## src/rtl/bus_master_arbiter.sv

```systemverilog
// Round-robin arbiter sharing the system bus between four masters.
// Exactly one master owns the bus at a time. An optional hold limit lets
// a waiting master preempt an owner that has held the bus too long.
// All outputs are registered, so there is no combinational path from a
// request to a grant.
//
// state | meaning
// IDLE  | no grant asserted; the next edge grants the first requester found
// BUSY  | bus_owner holds the bus; release, handover, preemption or keep
module bus_master_arbiter #(
    parameter int MAX_HOLD = 16,
    parameter int CNT_W    = 5
) (
    input  logic       clk,
    input  logic       reset_,
    input  logic       m0_req_,
    input  logic       m1_req_,
    input  logic       m2_req_,
    input  logic       m3_req_,
    output logic       m0_grnt_,
    output logic       m1_grnt_,
    output logic       m2_grnt_,
    output logic       m3_grnt_,
    output logic [1:0] bus_owner,
    output logic       bus_busy
);

    typedef enum logic {IDLE, BUSY} state_t;

    // Last cycle index a grant may reach before it can be preempted.
    localparam logic [CNT_W-1:0] HOLD_LAST =
        (MAX_HOLD == 0) ? '0 : CNT_W'(MAX_HOLD - 1);

    state_t           state;
    logic [1:0]       ptr;
    logic [CNT_W-1:0] hold_cnt;
    logic [3:0]       grnt_n;

    logic [3:0]       req;
    logic [3:0]       others;
    logic             owner_req;
    logic             hold_expired;
    logic             any_found;
    logic [1:0]       any_idx;
    logic             oth_found;
    logic [1:0]       oth_idx;
    logic [1:0]       idx;

    assign req = ~{m3_req_, m2_req_, m1_req_, m0_req_};

    assign m0_grnt_ = grnt_n[0];
    assign m1_grnt_ = grnt_n[1];
    assign m2_grnt_ = grnt_n[2];
    assign m3_grnt_ = grnt_n[3];

    // Round-robin search from ptr, over all requesters and over non-owners.
    always_comb begin
        owner_req    = req[bus_owner];
        others       = req & ~(4'b0001 << bus_owner);
        hold_expired = (MAX_HOLD != 0) && (hold_cnt == HOLD_LAST);
        any_found    = 1'b0;
        any_idx      = ptr;
        oth_found    = 1'b0;
        oth_idx      = ptr;
        idx          = '0;
        // Walk the search order backwards so the nearest hit to ptr wins.
        for (int j = 3; j >= 0; j--) begin
            idx = ptr + 2'(j);
            if (req[idx]) begin
                any_found = 1'b1;
                any_idx   = idx;
            end
            if (others[idx]) begin
                oth_found = 1'b1;
                oth_idx   = idx;
            end
        end
    end

    // Arbitration FSM with registered grants, owner, busy and hold counter.
    always_ff @(posedge clk) begin
        if (!reset_) begin
            state     <= IDLE;
            grnt_n    <= 4'hF;
            bus_owner <= 2'd0;
            bus_busy  <= 1'b0;
            ptr       <= 2'd0;
            hold_cnt  <= '0;
        end else begin
            case (state)
                IDLE: begin
                    if (any_found) begin
                        state     <= BUSY;
                        grnt_n    <= ~(4'b0001 << any_idx);
                        bus_owner <= any_idx;
                        bus_busy  <= 1'b1;
                        ptr       <= any_idx + 2'd1;
                        hold_cnt  <= '0;
                    end
                end
                BUSY: begin
                    if ((!owner_req || hold_expired) && oth_found) begin
                        // Release or preemption with a waiter: direct handover.
                        grnt_n    <= ~(4'b0001 << oth_idx);
                        bus_owner <= oth_idx;
                        ptr       <= oth_idx + 2'd1;
                        hold_cnt  <= '0;
                    end else if (!owner_req) begin
                        // bus_owner keeps the last owner for the master mux.
                        state    <= IDLE;
                        grnt_n   <= 4'hF;
                        bus_busy <= 1'b0;
                        hold_cnt <= '0;
                    end else if ((MAX_HOLD != 0) && (hold_cnt != HOLD_LAST)) begin
                        hold_cnt <= hold_cnt + 1'b1;
                    end
                end
                default: begin
                    state  <= IDLE;
                    grnt_n <= 4'hF;
                end
            endcase
        end
    end

endmodule

```

## config.mk

```make
export PLATFORM = sky130hd
export DESIGN_NAME = bus_master_arbiter
export DESIGN_NICKNAME = d
export VERILOG_FILES = /design/src/rtl/bus_master_arbiter.sv
export SDC_FILE = /design/constraint.sdc
export NUM_CORES = 1
export LEC_CHECK = 0
export BUFFER_PORTS_ARGS = -buffer_cell sky130_fd_sc_hd__buf_2
export CAP_MARGIN = 15
export CORE_MARGIN = 3
export CORE_UTILIZATION = 52
export DETAILED_ROUTE_END_ITERATION = 8
export PLACE_DENSITY = 0.76
export SLEW_MARGIN = 20
export SYNTH_ARGS = -nofsm -noshare
export SYNTH_HDL_FRONTEND = slang
export SYNTH_SLANG_ARGS = --single-unit
```

## constraint.sdc

```tcl
create_clock -name clk -period 2 [get_ports clk]
set_input_delay 0.6 -clock clk [delete_from_list [all_inputs] [get_ports clk]]
set_output_delay 0.6 -clock clk [all_outputs]
set_load 0.02 [all_outputs]
```

==> run metrics <==
synth top area cells=dfxtp_1 25%, nand2_1 4.4%, a21oi_1 4.2%, nor2_1 3.5%, o311ai_2 2.7%; Ys Warns=0; total nets after synthesis=157; DRT iter0 DRCs=40; GP Congestion=0.860; Final nets=roughly 190; max-cap violation count=0; Tot GR Track Use=0.255; share of cells above drive strength 1=0.318; Post-Syn Area=approximately 1200 um^2; final setup fails=0; FP Rows=16; Unique masters post-synth=57; core area=around 2100 um^2; Layout Area Growth over Synthesis=22.0%; Finished Layout Cells=~200; fmax=roughly 530 MHz; Critical Path AT=roughly 2.1 ns; Worst-Skew Late Latency=between 0.2 and 0.3 ns; Ports=13; clk slew on worst S/H paths=roughly 0.08 ns; max-slew violations=0; postcts setup bufs=0; vias per cell=around 6.2; chip width=between 50 and 60 um; Max IR drop VDD=roughly 0.76 mV; Synth Instances=between 100 and 150; first-pass GRT wire length=roughly 5.4 mm; most numerous cell in the Yosys netlist=dfxtp_1; Max clock buf depth=2; WL per Instance=~15 um; Hold Buf Count CTS=0; pin count of the biggest net entering global routing=18; Post-Place Worst Slack=-0.184 ns; GRT Residual Overflow=0; HPWL after detailed placement=around 2.4 mm; run status=complete, no violations; kind of critical path=input pin to flop; slew margin rel.=0.709; final setup TNS=0 ns; Hold WS=between 0.4 and 0.5 ns; placed inst area=~1400 um^2; PortBufs=12; crit path max fanout=5; final worst-path cycle share=0.952; Post-synth top cells=15 x dfxtp_1, 14 x nand2_1, 11 x nor2_1; Worst-Margin Slew=0.430 ns; die height=53.7 um; H-tree depth=1; vias in the first global route=about 1.2k; flop2flop setup slack=approximately 0.11 ns; min Tclk post-route=1.90 ns; Pwr Total=roughly 1.0 mW; async set-reset flop share out of synthesis=0; Yosys top cell area share=0.254; Finished Cell Area=roughly 1400 um^2; # diodes=0; CTS tree=built; Startpoint Class=input pin; vias=1264; Initial Utilization=0.574; leakage=0.591 nW; post-synthesis sequential area ratio=0.254; cts repair resizes=0; Yosys reg bits=15; Post-synth EDFFs=0; placed cell count=between 150 and 200; initial antenna violation count=0; cell accounting for the most synthesized area=dfxtp_1; die area=2880 um^2; Layout Skew=0.00358 ns; hold crit path type=flop to flop; Req. time, crit path=~2.2 ns; Residual DRC=0; final WL=between 3 and 4 mm; fin util=0.700; Root Buffer=clkbuf_4; endpoints failing hold=0; Pre-Repair DR Iteration Count=4; PwrDens=727 nW/um^2; Worst setup EP type=flop; clock net sink count=15; Setup WS post-layout=around 0.097 ns; antenna-violating nets left=0; syn avg cell area=slightly below 8 um^2; CTS buffer count=3; dominant synthesized flop cell=dfxtp_1
## worst paths after layout
kind / start / end / cells after the start
setup reg to reg: hold_cnt[0]$_SDFFE_PN0P_ / grnt_n[1]$_SDFFE_PN1P_ / 7
setup / recovery: m2_req_ / ptr[1]$_SDFFE_PN0P_ / 7
hold / removal: grnt_n[0]$_SDFFE_PN1P_ / grnt_n[0]$_SDFFE_PN1P_ / 2
hold reg to reg: grnt_n[0]$_SDFFE_PN1P_ / grnt_n[0]$_SDFFE_PN1P_ / 2
## critical path, stage by stage
cell and delay (ns):
buf_2 0.13, mux2_1 0.28, a221o_1 0.31, a211oi_2 0.29, o31a_1 0.24, xor2_1 0.16
a21oi_1 0.08
## where the power goes
part | switching (mW) | internal [mW]
combinational | 0.264 | 0.229
sequential | 0.0527 | 0.334
clock | 0.0923 | 0.0775
## cell usage in the layout, fill, tap and decap left out, types with 2 or more instances in the layout
cell       n
nor2_1    10
dfxtp_1   12
inv_2      2
and2_1     3
o311ai_2   3
mux2i_1    3
buf_2     12
a211oi_2   2
maj3_1     2
o22ai_1    2
o21ai_0    3
buf_4     19
nand3_1    3
a21oi_1   10
inv_1      8
nand2b_1   4
clkbuf_4   3
a211oi_1   2
dfxtp_2    3
xor2_1     2
nand2_1   14
nand4_1    3
and3_1     3
nor2b_1    5
o21ai_1    6
## sequential cells by signal, summed over array words and instances, names as in the netlist
signal / count
hold_cnt: 5
grnt_n: 4
bus_owner: 2
ptr: 2
bus_busy: 1
state: 1
## metal layers
metal | global-route usage | wire [um] | vias to the layer above
li1 | - | - | 608
met1 | 0.299 | 1230 | 591
met2 | 0.435 | 1620 | 54
met3 | 0.0748 | 217 | 11
met4 | 0.0894 | 66 | 0
met5 | 0 | 0 | -
## cell type report
class	instances	area (um^2)
repair buffers	32	214
well taps	27	33.8
flip-flops and latches	15	304
fillers	181	618
inverters	10	37.5
multi-input cells	115	828
clock buffers	4	26.3
## cell families after synthesis
family,Yosys count,share of synthesized area
AO/OA/AOI/OAI,50,0.336
XOR/XNOR,2,0.0148
adder cells (fa/ha/maj),4,0.0381
buffers and inverters,19,0.0687
flip-flops,15,0.254
multiplexers,5,0.0539
AND/OR/NAND/NOR,54,0.235
Note: power is estimated with default switching activity, not from simulation.
